$ cat config.mk
export PLATFORM = sky130hd
export DESIGN_NAME = seg7_scan_decoder_flat
export DESIGN_NICKNAME = d
export VERILOG_FILES = /design/src/rtl/seg7_pkg.sv /design/src/rtl/seg7_scan_decoder_if.sv /design/src/rtl/seg7_stability_filter.sv /design/src/rtl/seg7_scan_decoder.sv /design/src/flat_wrapper.sv
export SDC_FILE = /design/constraint.sdc
export NUM_CORES = 1
export LEC_CHECK = 0
export BUFFER_PORTS_ARGS = -buffer_cell sky130_fd_sc_hd__buf_4
export CAP_MARGIN = 0
export CELL_PAD_IN_SITES_DETAIL_PLACEMENT = 1
export CELL_PAD_IN_SITES_GLOBAL_PLACEMENT = 2
export CORE_ASPECT_RATIO = 0.9
export CORE_MARGIN = 4
export CORE_UTILIZATION = 37
export DETAILED_ROUTE_END_ITERATION = 8
export PLACE_DENSITY = 0.79
export RECOVER_POWER = 100
export SETUP_SLACK_MARGIN = 0.2
export SLEW_MARGIN = 40
export SYNTH_ARGS = -nofsm -noshare
export SYNTH_HDL_FRONTEND = slang
export SYNTH_SLANG_ARGS = --single-unit
$ cat constraint.sdc
create_clock -name clk -period 4.47 [get_ports clk]
set_input_delay 0.6705 -clock clk [delete_from_list [all_inputs] [get_ports clk]]
set_output_delay 0.6705 -clock clk [all_outputs]
set_load 0.02 [all_outputs]
$ cat src/rtl/seg7_pkg.sv
// Shared 7-segment definitions: segment-bus type, the hex glyph patterns and the
// pattern-to-nibble decoder used by both the display encoder and the readback monitor.
package seg7_pkg;

  // Index 0 is segment a, index 6 is segment g.
  typedef logic [0:6] seg7_t;

  localparam seg7_t SEG7_0 = 7'b1111110;
  localparam seg7_t SEG7_1 = 7'b0110000;
  localparam seg7_t SEG7_2 = 7'b1101101;
  localparam seg7_t SEG7_3 = 7'b1111001;
  localparam seg7_t SEG7_4 = 7'b0110011;
  localparam seg7_t SEG7_5 = 7'b1011011;
  localparam seg7_t SEG7_6 = 7'b1011111;
  localparam seg7_t SEG7_7 = 7'b1110000;
  localparam seg7_t SEG7_8 = 7'b1111111;
  localparam seg7_t SEG7_9 = 7'b1111011;
  localparam seg7_t SEG7_A = 7'b1110111;
  localparam seg7_t SEG7_B = 7'b0011111;
  localparam seg7_t SEG7_C = 7'b1001110;
  localparam seg7_t SEG7_D = 7'b0111101;
  localparam seg7_t SEG7_E = 7'b1001111;
  localparam seg7_t SEG7_F = 7'b1000111;

  typedef struct packed {
    logic       legal;
    logic [3:0] nibble;
  } seg7_dec_t;

  typedef enum logic [1:0] {
    StBlank,
    StSettle,
    StHeld
  } filt_state_e;

  function automatic seg7_dec_t seg7_decode(seg7_t seg);
    seg7_dec_t res;
    res.legal  = 1'b1;
    res.nibble = 4'h0;
    case (seg)
      SEG7_0:  res.nibble = 4'h0;
      SEG7_1:  res.nibble = 4'h1;
      SEG7_2:  res.nibble = 4'h2;
      SEG7_3:  res.nibble = 4'h3;
      SEG7_4:  res.nibble = 4'h4;
      SEG7_5:  res.nibble = 4'h5;
      SEG7_6:  res.nibble = 4'h6;
      SEG7_7:  res.nibble = 4'h7;
      SEG7_8:  res.nibble = 4'h8;
      SEG7_9:  res.nibble = 4'h9;
      SEG7_A:  res.nibble = 4'hA;
      SEG7_B:  res.nibble = 4'hB;
      SEG7_C:  res.nibble = 4'hC;
      SEG7_D:  res.nibble = 4'hD;
      SEG7_E:  res.nibble = 4'hE;
      SEG7_F:  res.nibble = 4'hF;
      default: res.legal  = 1'b0;
    endcase
    return res;
  endfunction

endpackage

$ cat src/rtl/seg7_scan_decoder_if.sv
// Bundle between a multiplexed 7-segment display driver (master) and the
// scan decoder monitor (slave) that reads the display back.
interface seg7_scan_decoder_if
  import seg7_pkg::*;
#(
  parameter int unsigned DIGITS = 4
) ();

  seg7_t                  segmentcode;
  logic [DIGITS-1:0]      anode;
  logic                   err_clr;
  logic [4*DIGITS-1:0]    digits;
  logic [DIGITS-1:0]      digit_valid;
  logic                   decode_err;
  logic [DIGITS-1:0]      err_digit;
  logic                   frame_done;

  modport master (
    output segmentcode, anode, err_clr,
    input  digits, digit_valid, decode_err, err_digit, frame_done
  );

  modport slave (
    input  segmentcode, anode, err_clr,
    output digits, digit_valid, decode_err, err_digit, frame_done
  );

endinterface

$ cat src/rtl/seg7_stability_filter.sv
// Registers the segment/anode bus and strobes a capture once a one-hot anode and
// its segment pattern have been seen unchanged for STABLE_CYCLES samples.
module seg7_stability_filter
  import seg7_pkg::*;
#(
  parameter int unsigned DIGITS         = 4,
  parameter int unsigned STABLE_CYCLES  = 8,
  parameter bit          SEG_ACTIVE_LOW = 1'b0
) (
  input  logic              clk,
  input  logic              rst_n,
  input  seg7_t             seg_i,
  input  logic [DIGITS-1:0] anode_i,
  output logic              cap_o,
  output seg7_t             cap_seg_o,
  output logic [DIGITS-1:0] cap_anode_o
);

  localparam int unsigned     CntW   = $clog2(STABLE_CYCLES + 1);
  localparam logic [CntW-1:0] CntMax = CntW'(STABLE_CYCLES);
  localparam logic [CntW-1:0] CntOne = CntW'(1);

  seg7_t             seg_d, seg_q, seg_prev_q;
  logic [DIGITS-1:0] anode_d, anode_q, anode_prev_q;
  filt_state_e       state_d, state_q;
  logic [CntW-1:0]   cnt_d, cnt_q;
  logic              one_hot, same, capture;

  assign one_hot = $onehot(anode_q);
  assign same    = (seg_q == seg_prev_q) && (anode_q == anode_prev_q);

  always_ff @(posedge clk or negedge rst_n) begin
    if (!rst_n) begin
      seg_q        <= '0;
      seg_prev_q   <= '0;
      anode_q      <= '0;
      anode_prev_q <= '0;
      state_q      <= StBlank;
      cnt_q        <= '0;
    end else begin
      seg_q        <= seg_d;
      seg_prev_q   <= seg_q;
      anode_q      <= anode_d;
      anode_prev_q <= anode_q;
      state_q      <= state_d;
      cnt_q        <= cnt_d;
    end
  end

  always_comb begin
    seg_d   = SEG_ACTIVE_LOW ? ~seg_i : seg_i;
    anode_d = SEG_ACTIVE_LOW ? ~anode_i : anode_i;
    state_d = state_q;
    cnt_d   = cnt_q;
    capture = 1'b0;
    unique case (state_q)
      StBlank: begin
        if (one_hot) begin
          state_d = StSettle;
          cnt_d   = CntOne;
        end else begin
          cnt_d   = '0;
        end
      end
      StSettle, StHeld: begin
        if (!one_hot) begin
          state_d = StBlank;
          cnt_d   = '0;
        end else if (!same) begin
          state_d = StSettle;
          cnt_d   = CntOne;
        end else if (state_q == StSettle) begin
          cnt_d   = cnt_q + 1'b1;
        end
      end
      default: begin
        state_d = StBlank;
        cnt_d   = '0;
      end
    endcase
    // Entry into SETTLE may already satisfy the count when STABLE_CYCLES is 1.
    if (state_d == StSettle && cnt_d == CntMax) begin
      capture = 1'b1;
      state_d = StHeld;
    end
  end

  always_comb begin
    cap_o       = capture;
    cap_seg_o   = seg_q;
    cap_anode_o = anode_q;
  end

endmodule

$ cat src/rtl/seg7_scan_decoder.sv
// Readback monitor for a multiplexed 7-segment display: recovers each digit's hex value,
// flags illegal glyphs and pulses frame_done once every digit has been captured.
module seg7_scan_decoder
  import seg7_pkg::*;
#(
  parameter int unsigned DIGITS         = 4,
  parameter int unsigned STABLE_CYCLES  = 8,
  parameter bit          SEG_ACTIVE_LOW = 1'b0
) (
  input logic                clk,
  input logic                rst_n,
  seg7_scan_decoder_if.slave bus
);

  logic                cap;
  seg7_t               cap_seg;
  logic [DIGITS-1:0]   cap_anode;
  seg7_dec_t           dec;

  logic [4*DIGITS-1:0] digits_d, digits_q;
  logic [DIGITS-1:0]   valid_d, valid_q;
  logic [DIGITS-1:0]   err_digit_d, err_digit_q;
  logic [DIGITS-1:0]   mask_d, mask_q;
  logic                decode_err_d, decode_err_q;
  logic                frame_done_d, frame_done_q;

  seg7_stability_filter #(
    .DIGITS        (DIGITS),
    .STABLE_CYCLES (STABLE_CYCLES),
    .SEG_ACTIVE_LOW(SEG_ACTIVE_LOW)
  ) u_filter (
    .clk        (clk),
    .rst_n      (rst_n),
    .seg_i      (bus.segmentcode),
    .anode_i    (bus.anode),
    .cap_o      (cap),
    .cap_seg_o  (cap_seg),
    .cap_anode_o(cap_anode)
  );

  assign dec = seg7_decode(cap_seg);

  always_ff @(posedge clk or negedge rst_n) begin
    if (!rst_n) begin
      digits_q     <= '0;
      valid_q      <= '0;
      err_digit_q  <= '0;
      mask_q       <= '0;
      decode_err_q <= 1'b0;
      frame_done_q <= 1'b0;
    end else begin
      digits_q     <= digits_d;
      valid_q      <= valid_d;
      err_digit_q  <= err_digit_d;
      mask_q       <= mask_d;
      decode_err_q <= decode_err_d;
      frame_done_q <= frame_done_d;
    end
  end

  always_comb begin
    digits_d     = digits_q;
    valid_d      = valid_q;
    err_digit_d  = bus.err_clr ? '0 : err_digit_q;
    decode_err_d = bus.err_clr ? 1'b0 : decode_err_q;
    frame_done_d = &mask_q;
    mask_d       = frame_done_d ? '0 : mask_q;
    // Applied after err_clr so a same-cycle capture error keeps its flag.
    if (cap) begin
      for (int d = 0; d < int'(DIGITS); d++) begin
        if (cap_anode[d]) begin
          if (dec.legal) begin
            digits_d[4*d +: 4] = dec.nibble;
            valid_d[d]         = 1'b1;
            mask_d[d]          = 1'b1;
          end else begin
            err_digit_d[d]     = 1'b1;
            decode_err_d       = 1'b1;
            valid_d[d]         = 1'b0;
          end
        end
      end
    end
  end

  assign bus.digits      = digits_q;
  assign bus.digit_valid = valid_q;
  assign bus.err_digit   = err_digit_q;
  assign bus.decode_err  = decode_err_q;
  assign bus.frame_done  = frame_done_q;

endmodule

$ cat src/flat_wrapper.sv
// flat-port wrapper written by rule: the top's interface ports become plain ports
module seg7_scan_decoder_flat import seg7_pkg::*;
#(
  parameter int unsigned DIGITS         = 4,
  parameter int unsigned STABLE_CYCLES  = 8,
  parameter bit          SEG_ACTIVE_LOW = 1'b0
)
  (clk, rst_n, bus_segmentcode, bus_anode, bus_err_clr, bus_digits, bus_digit_valid, bus_decode_err, bus_err_digit, bus_frame_done);
  seg7_scan_decoder_if #(.DIGITS(DIGITS)) bus_i ();
  input logic clk;
  input logic rst_n;
  input wire logic [$bits(bus_i.segmentcode)-1:0] bus_segmentcode;
  input wire logic [$bits(bus_i.anode)-1:0] bus_anode;
  input wire logic [$bits(bus_i.err_clr)-1:0] bus_err_clr;
  output wire logic [$bits(bus_i.digits)-1:0] bus_digits;
  output wire logic [$bits(bus_i.digit_valid)-1:0] bus_digit_valid;
  output wire logic [$bits(bus_i.decode_err)-1:0] bus_decode_err;
  output wire logic [$bits(bus_i.err_digit)-1:0] bus_err_digit;
  output wire logic [$bits(bus_i.frame_done)-1:0] bus_frame_done;
  assign bus_i.segmentcode = bus_segmentcode;
  assign bus_i.anode = bus_anode;
  assign bus_i.err_clr = bus_err_clr;
  assign bus_digits = bus_i.digits;
  assign bus_digit_valid = bus_i.digit_valid;
  assign bus_decode_err = bus_i.decode_err;
  assign bus_err_digit = bus_i.err_digit;
  assign bus_frame_done = bus_i.frame_done;
  seg7_scan_decoder #(.DIGITS(DIGITS), .STABLE_CYCLES(STABLE_CYCLES), .SEG_ACTIVE_LOW(SEG_ACTIVE_LOW)) u_core (.clk(clk), .rst_n(rst_n), .bus(bus_i));
endmodule
After elaboration in Yosys (flattened, before gate mapping)
Index checks and enable logic that the tools add are counted.
Storage, ports and cells
  output and inout bits: 26
  word-level logic and storage cells: 103
  input bits: 14
  latch bits: 0
  ROM bits: 0
  memory bits (writable): 0
  memories: 0
  bits in registers: 58
Cells by class
  div/mod/pow operators: 0
  bitwise logic cells: 0
  shifts and indexed selects: 0
  muxes and demuxes: 44
  $lt $le $gt $ge: 0
  add/subtract/negate cells: 4
  multipliers: 0
  equality and inequality tests: 23
  reductions and logical operators: 14
Operators with widths (count)
  == test 7 bit, second input constant: 12
  one-hot mux 4 bit (15 select lines): 1
  2-to-1 mux 1 bit: 30
  2-to-1 mux 4 bit: 7
  == test 7 x 6 -> 1 bit, second input constant: 3
  OR reduction 16 bit: 1
  AND reduction 3 bit: 4
  2-to-1 mux 2 bit: 4
  one-hot mux 4 bit (2 select lines): 1
  AND reduction 2 bit: 4
  == test 7 x 5 -> 1 bit, second input constant: 1
  == test 7 bit: 1
  adder 1 x 1 -> 2 bit: 2
  adder 4 x 1 -> 4 bit, second input constant: 1
  == test 2 x 1 -> 1 bit, second input constant: 2
  == test 4 bit: 1
  == test 4 bit, second input constant: 1
  one-hot mux 2 bit (2 select lines): 1
  AND reduction 4 bit: 1
  adder 3 x 2 -> 3 bit: 1
  == test 3 x 1 -> 1 bit, second input constant: 1
  == test 2 bit, second input constant: 1
  logical AND 1 bit: 2
  logical NOT 2 bit: 1
  OR reduction 2 bit: 1

Depth between registers and ports, before layout
Gate-level depths: netlist (run 1).
  depth after elaboration: 12
  depth in mapped cells: 11
  gate-level depth less buffers: 11

By module
A second synthesis (run 1) with hierarchy kept.
Unflattened totals
  cell total of the unflattened synthesis: 237
  area total of the unflattened synthesis: 2727.6 µm²
Modules (own cells, without submodules)
  seg7_scan_decoder: times used 1, area an instance 1522.7 µm², seq. area each 750.7 µm², cells an instance 145
  seg7_stability_filter: times used 1, area an instance 1204.9 µm², seq. area each 700.7 µm², cells an instance 92

Worst setup path before layout (run 1)
No wires, ideal clock.
  kind: reg-to-reg
  start point: reg u_core.u_filter.anode_q[1] (netlist: u_core.u_filter.cap_anode_o[1])
  end point: reg u_core.digits_q[1] (netlist: u_core.bus.digits[1])
  path buffers: 0
  slack: 1.304 ns
  clock period less this slack: 3.166 ns
  data required time: 4.393 ns
  stages on the path, launching flop included: 12
  data arrival time: 3.090 ns
  setup time: 0.077 ns
  cell sequence: dfrtp_1 -> ha_1 -> inv_1 -> fa_1 -> inv_1 -> ha_1 -> or3_1 -> o22ai_1 -> nand2_1 -> or4_4 -> or3_4 -> o21ai_1
On the way
  word-level cells in the longest chain between the ends: 9
  elaborated cells between the ends (all ways): 18
  those cells by class: 2 x add/sub; 4 x eq/ne; 9 x mux; 3 x reduce/logical
RTL lines
  from (decl): RTL line seg7_stability_filter.sv:24  | logic [DIGITS-1:0] anode_d, anode_q, anode_prev_q;
  from (signal assigned): RTL line seg7_stability_filter.sv:43  | anode_q <= anode_d;
  adder 1 x 1 -> 2 bit (not written as such) or == test 4 bit (tied branches): RTL line seg7_stability_filter.sv:29, seg7_stability_filter.sv:30
  adder 3 x 2 -> 3 bit (not written as such) or logical AND 1 bit (tied branches): RTL line seg7_stability_filter.sv:29, seg7_stability_filter.sv:30
  == test 3 x 1 -> 1 bit, or another cell as far along: RTL line seg7_stability_filter.sv:29  | assign one_hot = $onehot(anode_q);
  2-to-1 mux 4 bit, or another cell as far along: RTL line seg7_stability_filter.sv:66  | if (!one_hot) begin
  one-hot mux 4 bit (2 select lines) or one-hot mux 2 bit (2 select lines) (tied branches): RTL line seg7_stability_filter.sv:56  | unique case (state_q)
  == test 4 bit or == test 2 x 1 -> 1 bit (tied branches): RTL line seg7_stability_filter.sv:82  | if (state_d == StSettle && cnt_d == CntMax) begin
  logical AND 1 bit *: RTL line seg7_stability_filter.sv:82
  2-to-1 mux 1 bit *: RTL line seg7_stability_filter.sv:82
  AND reduction 3 bit (no line) *
  to (signal assigned): RTL line seg7_scan_decoder.sv:52  | digits_q <= digits_d;
  to (decl): RTL line seg7_scan_decoder.sv:20  | logic [4*DIGITS-1:0] digits_d, digits_q;
Mark *: on every way between the ends. The rest lies on a longest branch, timed or not.
A chain may end at the register's enable or synchronous reset.

Final worst setup path (run 1)
  start point: reg u_core.u_filter.anode_q[1] (netlist: u_core.u_filter.cap_anode_o[1])
  end point: reg u_core.decode_err_q (netlist: u_core.bus.decode_err)
On the way
  word-level cells in the longest chain between the ends: 9
  elaborated cells between the ends (all ways): 23
  those cells by class: 2 x add/sub; 4 x eq/ne; 15 x mux; 2 x reduce/logical
RTL lines
  adder 1 x 1 -> 2 bit (not written as such) or == test 4 bit (tied branches): RTL line seg7_stability_filter.sv:29, seg7_stability_filter.sv:30
  adder 3 x 2 -> 3 bit (not written as such) or logical AND 1 bit (tied branches): RTL line seg7_stability_filter.sv:29, seg7_stability_filter.sv:30
  == test 3 x 1 -> 1 bit, or another cell as far along: RTL line seg7_stability_filter.sv:29
  2-to-1 mux 4 bit, or another cell as far along: RTL line seg7_stability_filter.sv:66
  one-hot mux 4 bit (2 select lines) or one-hot mux 2 bit (2 select lines) (tied branches): RTL line seg7_stability_filter.sv:56
  == test 4 bit or == test 2 x 1 -> 1 bit (tied branches): RTL line seg7_stability_filter.sv:82
  logical AND 1 bit: RTL line seg7_stability_filter.sv:82
  2-to-1 mux 1 bit: RTL line seg7_stability_filter.sv:82
  2-to-1 mux 1 bit *: RTL line seg7_scan_decoder.sv:69  | if (cap) begin
  net u_core.decode_err_d: RTL line seg7_scan_decoder.sv:24  | logic decode_err_d, decode_err_q;
  to (signal assigned): RTL line seg7_scan_decoder.sv:56  | decode_err_q <= decode_err_d;
  to (decl): RTL line seg7_scan_decoder.sv:24
The timed path passes the listed nets; every way through them passes the cells marked *.

==> results.yml, run 1 <==
outcome:
  result_of_the_run: "finished with violations"
  violations: "capacitance limit, slew limit"
finish:
  stdcell_count: 374
  stdcell_area_mm2: 0.00313
  fin_nets: 297
  antenna_cells_inserted: 0
  drive_gt1_share_pct: 13.9
  area_growth_syn_to_layout_pct: 17.0
clock_tree:
  post-cts-setup-buffers: 0
  cts.path.max_buffers: 2
  clk_root_buffer_cell: "clkbuf_8"
  cts_hold_buffers: 0
  clock_sink_count: 58
  cts_htree_levels: 3
  clk_transition_reported_paths_ps: 70
  worstSkewPairLatency_ps: 340
  number_of_buffers_added_by_the_clock_tree_synthesis_step: 9
  cts_tree: "yes"
  post_cts_sizing: 0
yosys:
  synth-edff-count: 0
  asyncSetResetFlopFracSynth_pct: 100
  synthTopCellsByArea: "dfrtp_1 (54%), xor2_1 (4.9%), o2bb2ai_1 (3.9%)"
  netlist.area_leader.share_pct: 54.3
  synth_fp_nets: 255
  ys_types: 52
  syn_area_mm2: 0.00267
  ys_seq_elements: 58
  synth_top_cell_by_area: "dfrtp_1"
  seq_area_frac_synth_pct: 54.3
  postSynth.topFlopCell: "dfrtp_1"
  avgSynthCellArea_um2: 11.4
  netlist_instances: 234
  yosys-top-cells-count: "dfrtp_1 (58), xor2_1 (15), nand2_1 (14), inv_1 (12), o2bb2ai_1 (12)"
  yosys.cell_count.top_type: "dfrtp_1"
  yosysWarnings: 0
route:
  detail_route.wirelength_um: 6230
  first_iter_violations: 61
  avgViaCountPerCell: 5.35
  ant_nets: 0
  route.detailed.wl_per_inst_um: 16.7
  drt_first_pass_iters: 4
  dr_total_vias: 2002
  remaining_drc_errors: 0
placed_design:
  detailedPlacementHpwl_um: 4440
  place.gp.congestion: 0.806
  placement.io_buffers: 39
  post-place-cells: 358
  post_detailed_placement_cell_area_mm2: 0.00304
timing:
  final_max_slew_viol_count: 59
  max_slew.worst_pin.slew_ps: 3030
  timing.final.crit_period_ps: 3750
  rsz_0062_raised_after_global_routing: "false"
  final_min_period_over_clock_period_pct: 83.9
  max_freq_mhz: 267
  setup_violations: 0
  fin_setup_tns_ps: 0
  clock_skew_ps: 11.5
  final_number_of_hold_violating_endpoints: 0
  slew-limit-headroom_pct: -102
pwr:
  ir_worst_vdd_mv: 0.161
  power.static_leakage_nw: 1.36
  power.density_cell_area_mw_per_mm2: 392
  final_power_mw: 1.23
global_routing:
  gr-total-overflow: 0
  wire_length_of_the_first_global_routing_pass_um: 10800
  vias_in_the_first_global_route: 2080
  largest_net_degree_at_the_start_of_global_routing: 59
  number_of_antenna_violations_at_the_first_check_in_global_routing: 0
  gr-usage-all-layers_pct: 16.1
setup_path:
  crit_path_top_delay_cell: "nor3_1"
  critPathLaunchType: "flop"
  worst_path_cell_trace: "ha_1 > inv_1 > fa_1 > inv_1 > ha_1 > or3_1 > o22ai_1 > nand2_1 > or4_1 > nor3_1 > a22o_1"
  max_stage_delay_ps: 550
  critPathArrivalTime_ps: 4030
  setup.worst_path.class: "reg2reg"
  timing.critical_path.required_ps: 4750
  worst_setup_path_end_kind: "flop"
  critical_path.max_fanout: 8
floorplan:
  core-area_mm2: 0.00704
  initial_core_util_pct: 38.0
  placement_rows: 29
  io_pins: 40
  die-width_um: 97.6
  die_h_um: 88.6
  die_area_mm2: 0.00865
run:
  max_cap_viol_count: 1
worst_hold_path:
  worst_min_delay_path_category: "in2reg"
==> flip-flops by register name, summed over array words and instances, names as in the netlist <==
name                          flops
u_core.bus.frame_done             1
u_core.bus.digits                16
u_core.u_filter.cap_seg_o         7
u_core.u_filter.anode_prev_q      4
u_core.bus.err_digit              4
u_core.u_filter.state_q           2
u_core.u_filter.cap_anode_o       4
u_core.u_filter.seg_prev_q        7
u_core.bus.decode_err             1
u_core.bus.digit_valid            4
u_core.mask_q                     4
u_core.u_filter.cnt_q             4
==> kinds of logic after synthesis <==
kind of cell | after synthesis | synth area share, %
AO/OA/AOI/OAI | 53 | 14.8
XOR/XNOR | 16 | 5.24
adder cells (fa/ha/maj) | 7 | 3.56
multiplexers | 2 | 0.749
buffers and inverters | 20 | 3.56
AND/OR/NAND/NOR | 78 | 17.8
flip-flops | 58 | 54.3
==> area by class of cell <==
class | count | area [um2]
fill | 803 | 3910
timing repair buffer | 39 | 191
clock buffer | 12 | 155
multi-input combinational | 156 | 1120
inverter | 12 | 45.0
clock inverter | 4 | 50.0
tap | 93 | 116
sequential | 58 | 1450
==> placed cells by master (no fill, tap or decap), types with 6 or more instances in the layout <==
cell type  count
nand2_1       14
xor2_1        15
inv_1         12
o21ai_0       11
nor3_1         7
clkbuf_4      11
nand4_1        6
dfrtp_1       58
o2bb2ai_1     12
clkbuf_1      28
ha_1           6
clkbuf_8      11
nor2_1        11
==> metal layers <==
| metal | part of all wire (%) | track usage (%) | wire length (um) |
|---|---|---|---|
| met2 | 45 | 24.5 | 2800 |
| met3 | 5.2 | 6.15 | 321 |
| met5 | 0 | 0 | 0 |
| met4 | 1.1 | 4.53 | 71 |
| met1 | 49 | 21.6 | 3030 |
==> path summary, 6_finish.rpt <==
path,startpoint,endpoint,slack (ps),cells after the start
max,u_core.u_filter.cap_anode_o[1],u_core.bus.decode_err,720,11
min,bus_anode[2],u_core.u_filter.cap_anode_o[2],460,1
max reg2reg,u_core.u_filter.cap_anode_o[1],u_core.bus.decode_err,720,11
min reg2reg,u_core.bus.digits[8],u_core.bus.digits[8],490,1
max in group asynchronous,rst_n,u_core.bus.digits[1],1440,1
min in group asynchronous,rst_n,u_core.u_filter.cap_anode_o[2],1320,1
==> per-stage QoR <==
step | utilization, % | worst slack, ps | hold slack (ps)
finish | 44.5 | 718 | 457
floorplan | - | 1300 | 349
global route | 44.5 | 481 | 428
detailed placement | 43.2 | 975 | 481
CTS | 46.1 | 935 | 417
global placement | 43.1 | 1010 | 472
==> report_power, final <==
part | total (mW) | internal (mW) | leakage [nW] | switching, mW
clock network | 0.495 | 0.287 | 0.0986 | 0.208
registers | 0.568 | 0.541 | 0.757 | 0.0269
logic | 0.164 | 0.0627 | 0.509 | 0.101
==> worst max-delay path, delay by kind of cell (launching register included) <==
kind                     cells  cell delay (ps)
adder cells (fa/ha/maj)      3              960
AO/OA/AOI/OAI                2              590
flip-flops                   1              480
AND/OR/NAND/NOR              4             1530
buffers and inverters        2              120
(Power assumes the default switching activity.)
==> run 2: changes to the inputs <==
--- a/config.mk
+++ b/config.mk
@@ -11,9 +11,9 @@
 export CELL_PAD_IN_SITES_GLOBAL_PLACEMENT = 2
 export CORE_ASPECT_RATIO = 0.9
 export CORE_MARGIN = 4
-export CORE_UTILIZATION = 37
+export CORE_UTILIZATION = 33
 export DETAILED_ROUTE_END_ITERATION = 8
-export PLACE_DENSITY = 0.79
+export PLACE_DENSITY = 0.74
 export RECOVER_POWER = 100
 export SETUP_SLACK_MARGIN = 0.2
 export SLEW_MARGIN = 40
==> constraint.sdc (replaced) <==
create_clock -name clk -period 3.3 [get_ports clk]
set_input_delay 0.495 -clock clk [delete_from_list [all_inputs] [get_ports clk]]
set_output_delay 0.495 -clock clk [all_outputs]
set_load 0.02 [all_outputs]
==> run 2 against run 1 <==
The run now ends clean. Clock power increased by 35%. Power increased by 42%. Critical path depth unchanged.
==> results.yml, run 2 (synthesis results as in run 1) <==
outcome:
  result_of_the_run: "finished clean"
clock_tree:
  cts.path.max_buffers: 2
  clk_root_buffer_cell: "clkbuf_8"
  clock_sink_count: 58
  cts_htree_levels: 3
  worstSkewPairLatency_ps: 330
  cts_hold_buffers: 0
  clk_transition_reported_paths_ps: 70
  number_of_buffers_added_by_the_clock_tree_synthesis_step: 9
  cts_tree: "yes"
floorplan:
  die-width_um: 103
  die_area_mm2: 0.00961
  io_pins: 40
  initial_core_util_pct: 34.7
  core-area_mm2: 0.00769
  die_h_um: 93.4
  placement_rows: 30
timing:
  fin_setup_tns_ps: 0
  finalWorstSetupSlack_ps: 193
  final_max_slew_viol_count: 0
  final_number_of_hold_violating_endpoints: 0
  clock_skew_ps: 8.64
  rsz_0062_raised_after_global_routing: "true"
  slew-limit-headroom_pct: 3.20
  timing.final.crit_period_ps: 3110
  setup_violations: 0
  max_freq_mhz: 322
  final_min_period_over_clock_period_pct: 94.1
  max_slew.worst_pin.slew_ps: 1450
route:
  remaining_drc_errors: 0
  first_iter_violations: 64
  drt_first_pass_iters: 4
  dr_total_vias: 1990
  avgViaCountPerCell: 5.14
  route.detailed.wl_per_inst_um: 17.4
  ant_nets: 0
  detail_route.wirelength_um: 6730
placed_design:
  place.gp.congestion: 0.801
  detailedPlacementHpwl_um: 4690
  placement.io_buffers: 39
  post_detailed_placement_cell_area_mm2: 0.00310
  pre_cts_slack_ps: 134
global_routing:
  wire_length_of_the_first_global_routing_pass_um: 11100
  number_of_antenna_violations_at_the_first_check_in_global_routing: 0
  gr-total-overflow: 0
  vias_in_the_first_global_route: 2148
  largest_net_degree_at_the_start_of_global_routing: 59
  gr-usage-all-layers_pct: 15.1
finish:
  antenna_cells_inserted: 0
  drive_gt1_share_pct: 19.6
  largest_register_ff_count: 16
  final_util_pct: 42.3
  n_fill_cell: 847
  stdcell_area_mm2: 0.00325
  area_growth_syn_to_layout_pct: 21.7
  layout.cells.most_common: "dfrtp_1"
  fin_nets: 307
  commonest_cells_after_routing_fill_and_taps_aside: "dfrtp_1 (58), clkbuf_1 (33), xor2_1 (15)"
setup_path:
  rrSetupSlack_ps: 190
  setup.worst_path.class: "reg2reg"
  timing.critical_path.required_ps: 3550
  critPathLaunchType: "flop"
  worst_setup_path_end_kind: "flop"
  critical_path.max_fanout: 4
  critPathArrivalTime_ps: 3360
pwr:
  power.static_leakage_nw: 1.40
  power.density_cell_area_mw_per_mm2: 534
  ir_worst_vdd_mv: 0.202
  final_power_mw: 1.74
worst_hold_path:
  worst_min_delay_path_category: "in2reg"
run:
  max_cap_viol_count: 0
## run 2: cell count changes in the layout (fill, tap and decap cells not counted), moves of 3 or more
| cell | before | now |
|---|---|---|
| clkbuf_1 | 28 | 33 |
| buf_4 | 1 | 5 |
| or3_1 | 4 | 1 |
| or3_4 | 0 | 3 |
## run 2: path summary, 6_finish.rpt
check / startpoint / to / cells past startpoint
setup / recovery: u_core.u_filter.cap_anode_o[1] / u_core.bus.digits[2] / 11
hold / removal: bus_anode[3] / u_core.u_filter.cap_anode_o[3] / 1
setup reg to reg: u_core.u_filter.cap_anode_o[1] / u_core.bus.digits[2] / 11
hold reg to reg: u_core.bus.digit_valid[2] / u_core.bus.digit_valid[2] / 1
max in group asynchronous: rst_n / u_core.bus.digit_valid[3] / 1
min in group asynchronous: rst_n / u_core.bus.err_digit[2] / 1
## run 2: power breakdown
group | internal (mW) | switching [mW] | total, mW
combinational | 0.130 | 0.175 | 0.305
clock | 0.389 | 0.281 | 0.670
sequential | 0.733 | 0.0301 | 0.764
total | 1.25 | 0.487 | 1.74
## run 2: metrics by stage
step,instances,hold WS (ps)
6_report,387,286
2_1_floorplan,234,199
5_1_grt,387,262
3_5_place_dp,368,478
3_3_place_gp,368,474
4_1_cts,386,238
## run 2: cell type report
class / count / area (um2) / share of cell area, %
repair buffers: 49 / 245 / 7.54
inverters: 12 / 45.0 / 1.38
flip-flops and latches: 58 / 1450 / 44.6
clock buffers: 12 / 155 / 4.77
clock inverters: 4 / 50.0 / 1.54
well taps: 96 / 120 / 3.69
multi-input cells: 156 / 1190 / 36.5
## run 2: critical path, stage by stage, from the launching register on
cell	delay (ps)
dfrtp_1	390
ha_1	290
inv_1	50
fa_2	330
inv_2	70
ha_4	190
or3_4	350
o22ai_4	140
nand2_2	80
or4_1	580
or3_4	390
o21ai_0	160
## run 2: repair_timing
action	4_1_cts	5_1_grt
setup endpoints to repair	24	25
endpoints found under the hold margin	0	0
resized for setup	4	8
setup buffers	2	1
pin swaps	7	1
## run 2: metal layers
| metal | vias up | global-route usage [%] | share of wire (%) | wire [um] |
|---|---|---|---|---|
| met1 | 985 | 20.7 | 48 | 3230 |
| li1 | 965 | - | - | - |
| met3 | 9 | 5.22 | 4.0 | 271 |
| met4 | 0 | 3.88 | 1.0 | 69 |
| met5 | - | 0 | 0 | 0 |
| met2 | 31 | 22.7 | 47 | 3150 |
==> run 3: changes to the inputs <==
--- a/config.mk
+++ b/config.mk
@@ -5,14 +5,15 @@
 export SDC_FILE = /design/constraint.sdc
 export NUM_CORES = 1
 export LEC_CHECK = 0
-export BUFFER_PORTS_ARGS = -buffer_cell sky130_fd_sc_hd__buf_4
 export CAP_MARGIN = 0
 export CELL_PAD_IN_SITES_DETAIL_PLACEMENT = 1
 export CELL_PAD_IN_SITES_GLOBAL_PLACEMENT = 2
 export CORE_ASPECT_RATIO = 0.9
 export CORE_MARGIN = 4
-export CORE_UTILIZATION = 33
+export CORE_UTILIZATION = 37
+export CTS_CLUSTER_DIAMETER = 150
 export DETAILED_ROUTE_END_ITERATION = 8
+export DONT_BUFFER_PORTS = 1
 export PLACE_DENSITY = 0.74
 export RECOVER_POWER = 100
 export SETUP_SLACK_MARGIN = 0.2
==> run 3 against run 2 <==
The flow now finishes with violations (capacitance limit, slew limit). Routed wire length shrank 5.3%. Register-to-register slack gained 40 ps. Utilization grew 1.9 points. Clock-buffer cell count is the same. Critical path depth shrank 1. Cell area shrank 4.4%.
==> results.yml, run 3 (synthesis results as in run 1) <==
setup_path:
  crit_path_top_delay_cell: "or4_4"
  max_stage_delay_ps: 590
  setup.worst_path.class: "reg2reg"
  cp.buffers_inverters: 2
  critPathLaunchType: "flop"
  worst_path_most_repeated_cell: "inv_1"
  timing.critical_path.required_ps: 3560
  critPathArrivalTime_ps: 3330
  critical_path.max_fanout: 4
  worst_setup_path_end_kind: "flop"
  critical-path-top-delay-family: "simple AND/OR/NAND/NOR gates"
  worst_path_cell_trace: "ha_1 > inv_1 > fa_2 > inv_1 > ha_4 > nor3_1 > nand3_1 > or4_4 > or3_4 > o21ai_2"
clock_tree:
  cts_tree: "yes"
  cts.path.max_buffers: 2
  worstSkewPairLatency_ps: 340
  clk_root_buffer_cell: "clkbuf_8"
  cts_htree_levels: 3
  clk_transition_reported_paths_ps: 60
  clock_sink_count: 58
  number_of_buffers_added_by_the_clock_tree_synthesis_step: 9
pwr:
  power.static_leakage_nw: 1.35
  internal-power_mw: 1.39
  p_switching_mw: 0.472
  power.density_cell_area_mw_per_mm2: 598
  sw_frac_of_total_pct: 25.4
  pwr-share-clk_pct: 43.9
  comb_power_share_pct: 15.0
  power.share.sequential_pct: 41.1
  ir_worst_vdd_mv: 0.191
floorplan:
  core-area_mm2: 0.00704
  die_h_um: 88.6
  placement_rows: 29
  io_pins: 40
  initial_core_util_pct: 38.0
  die-width_um: 97.6
  die_area_mm2: 0.00865
global_routing:
  gr-total-overflow: 0
  vias_in_the_first_global_route: 1991
  wire_length_of_the_first_global_routing_pass_um: 10600
  largest_net_degree_at_the_start_of_global_routing: 59
  number_of_antenna_violations_at_the_first_check_in_global_routing: 0
  gr-usage-all-layers_pct: 15.9
finish:
  commonest_cells_after_routing_fill_and_taps_aside: "dfrtp_1 (58), xor2_1 (15), nand2_1 (13)"
  fin_nets: 267
  antenna_cells_inserted: 0
  layout.cells.most_common: "dfrtp_1"
  largest_register_ff_count: 16
  drive_gt1_share_pct: 17.5
  area_growth_syn_to_layout_pct: 16.3
route:
  dr_total_vias: 1899
  detail_route.wirelength_um: 6370
  first_iter_violations: 76
  remaining_drc_errors: 0
  ant_nets: 0
  route.detailed.wl_per_inst_um: 18.5
  avgViaCountPerCell: 5.52
  drt_first_pass_iters: 4
timing:
  timing.final.crit_period_ps: 3070
  clock_skew_ps: 8.57
  final_min_period_over_clock_period_pct: 92.9
  finalWorstSetupSlack_ps: 233
  rsz_0062_raised_after_global_routing: "false"
  slew-limit-headroom_pct: -65.6
  max_freq_mhz: 326
  max_slew.worst_pin.slew_ps: 2480
  final_max_slew_viol_count: 59
  fin_setup_tns_ps: 0
  final_number_of_hold_violating_endpoints: 0
  setup_violations: 0
outcome:
  result_of_the_run: "finished with violations"
  violations: "capacitance limit, slew limit"
placed_design:
  pre_cts_slack_ps: 118
  place.gp.congestion: 0.789
  placement.io_buffers: 0
  detailedPlacementHpwl_um: 4400
worst_hold_path:
  worst_min_delay_path_category: "in2reg"
run:
  max_cap_viol_count: 1
-- run 3: cell types whose count changed in the layout (fill, tap and decap cells not counted), sizes merged --
| cell | before | now |
|---|---|---|
| dlymetal6s4s | 0 | 1 |
| clkinv | 1 | 0 |
| bufinv | 1 | 3 |
| clkinvlp | 2 | 1 |
| buf | 5 | 4 |
| clkbuf | 56 | 16 |
-- run 3: layout make-up --
type / instances / area [um2]
Fill cell: 779 / 3930
Multi-Input combinational cell: 156 / 1190
Sequential cell: 58 / 1450
Inverter: 12 / 45.0
Clock inverter: 4 / 97.6
Timing Repair Buffer: 9 / 57.6
Tap cell: 93 / 116
Clock buffer: 12 / 155
-- run 3: worst paths after layout --
check	from	endpoint	slack, ps	depth (start not counted)
min	bus_anode[1]	u_core.u_filter.cap_anode_o[1]	180	0
min in group asynchronous	rst_n	u_core.u_filter.cnt_q[2]	1040	1
max in group asynchronous	rst_n	u_core.u_filter.cap_seg_o[4]	850	1
min reg2reg	u_core.mask_q[0]	u_core.mask_q[0]	500	2
max	u_core.u_filter.cap_anode_o[1]	u_core.bus.digits[1]	230	10
max reg2reg	u_core.u_filter.cap_anode_o[1]	u_core.bus.digits[1]	230	10
-- run 3: metrics by stage --
step | instance area, um2 | cells | power [mW] | hold slack [ps] | util, %
finish | 3110 | 344 | 1.86 | 185 | 44.2
global route | 3110 | 344 | 1.96 | 164 | 44.2
CTS | 3100 | 343 | 1.87 | 18.0 | 44.0
detailed placement | 2800 | 325 | 0.997 | 203 | 39.7
global placement | 2790 | 325 | 0.996 | 203 | 39.7
floorplan | 2680 | 234 | 0.943 | 199 | -
-- run 3: what timing repair did --
| item | in CTS | in global routing |
|---|---|---|
| setup buffers | 1 | 1 |
| hold endpoints to repair | 58 | 0 |
| setup endpoints to repair | 10 | 27 |
| gates resized for setup | 2 | 11 |
| pin swaps | 1 | 8 |
| hold buffers | 1 | 0 |
-- run 3: routing by layer --
layer | vias to the layer above | track usage [%] | routed length [um] | share of wire, %
li1 | 888 | - | - | -
met1 | 965 | 21.6 | 2920 | 46
met2 | 38 | 24.2 | 3050 | 48
met3 | 8 | 5.04 | 314 | 4.9
met4 | 0 | 5.28 | 89 | 1.4
met5 | - | 0 | 0 | 0
-- run 3: power groups by stage --
stage	Sequential [mW]	Clock [mW]	Combinational, mW
final	0.765	0.818	0.279
after global routing	0.770	0.877	0.314
after CTS	0.765	0.839	0.263
after detailed placement	0.778	0	0.219
after global placement	0.778	0	0.218
after floorplan	0.764	0	0.179
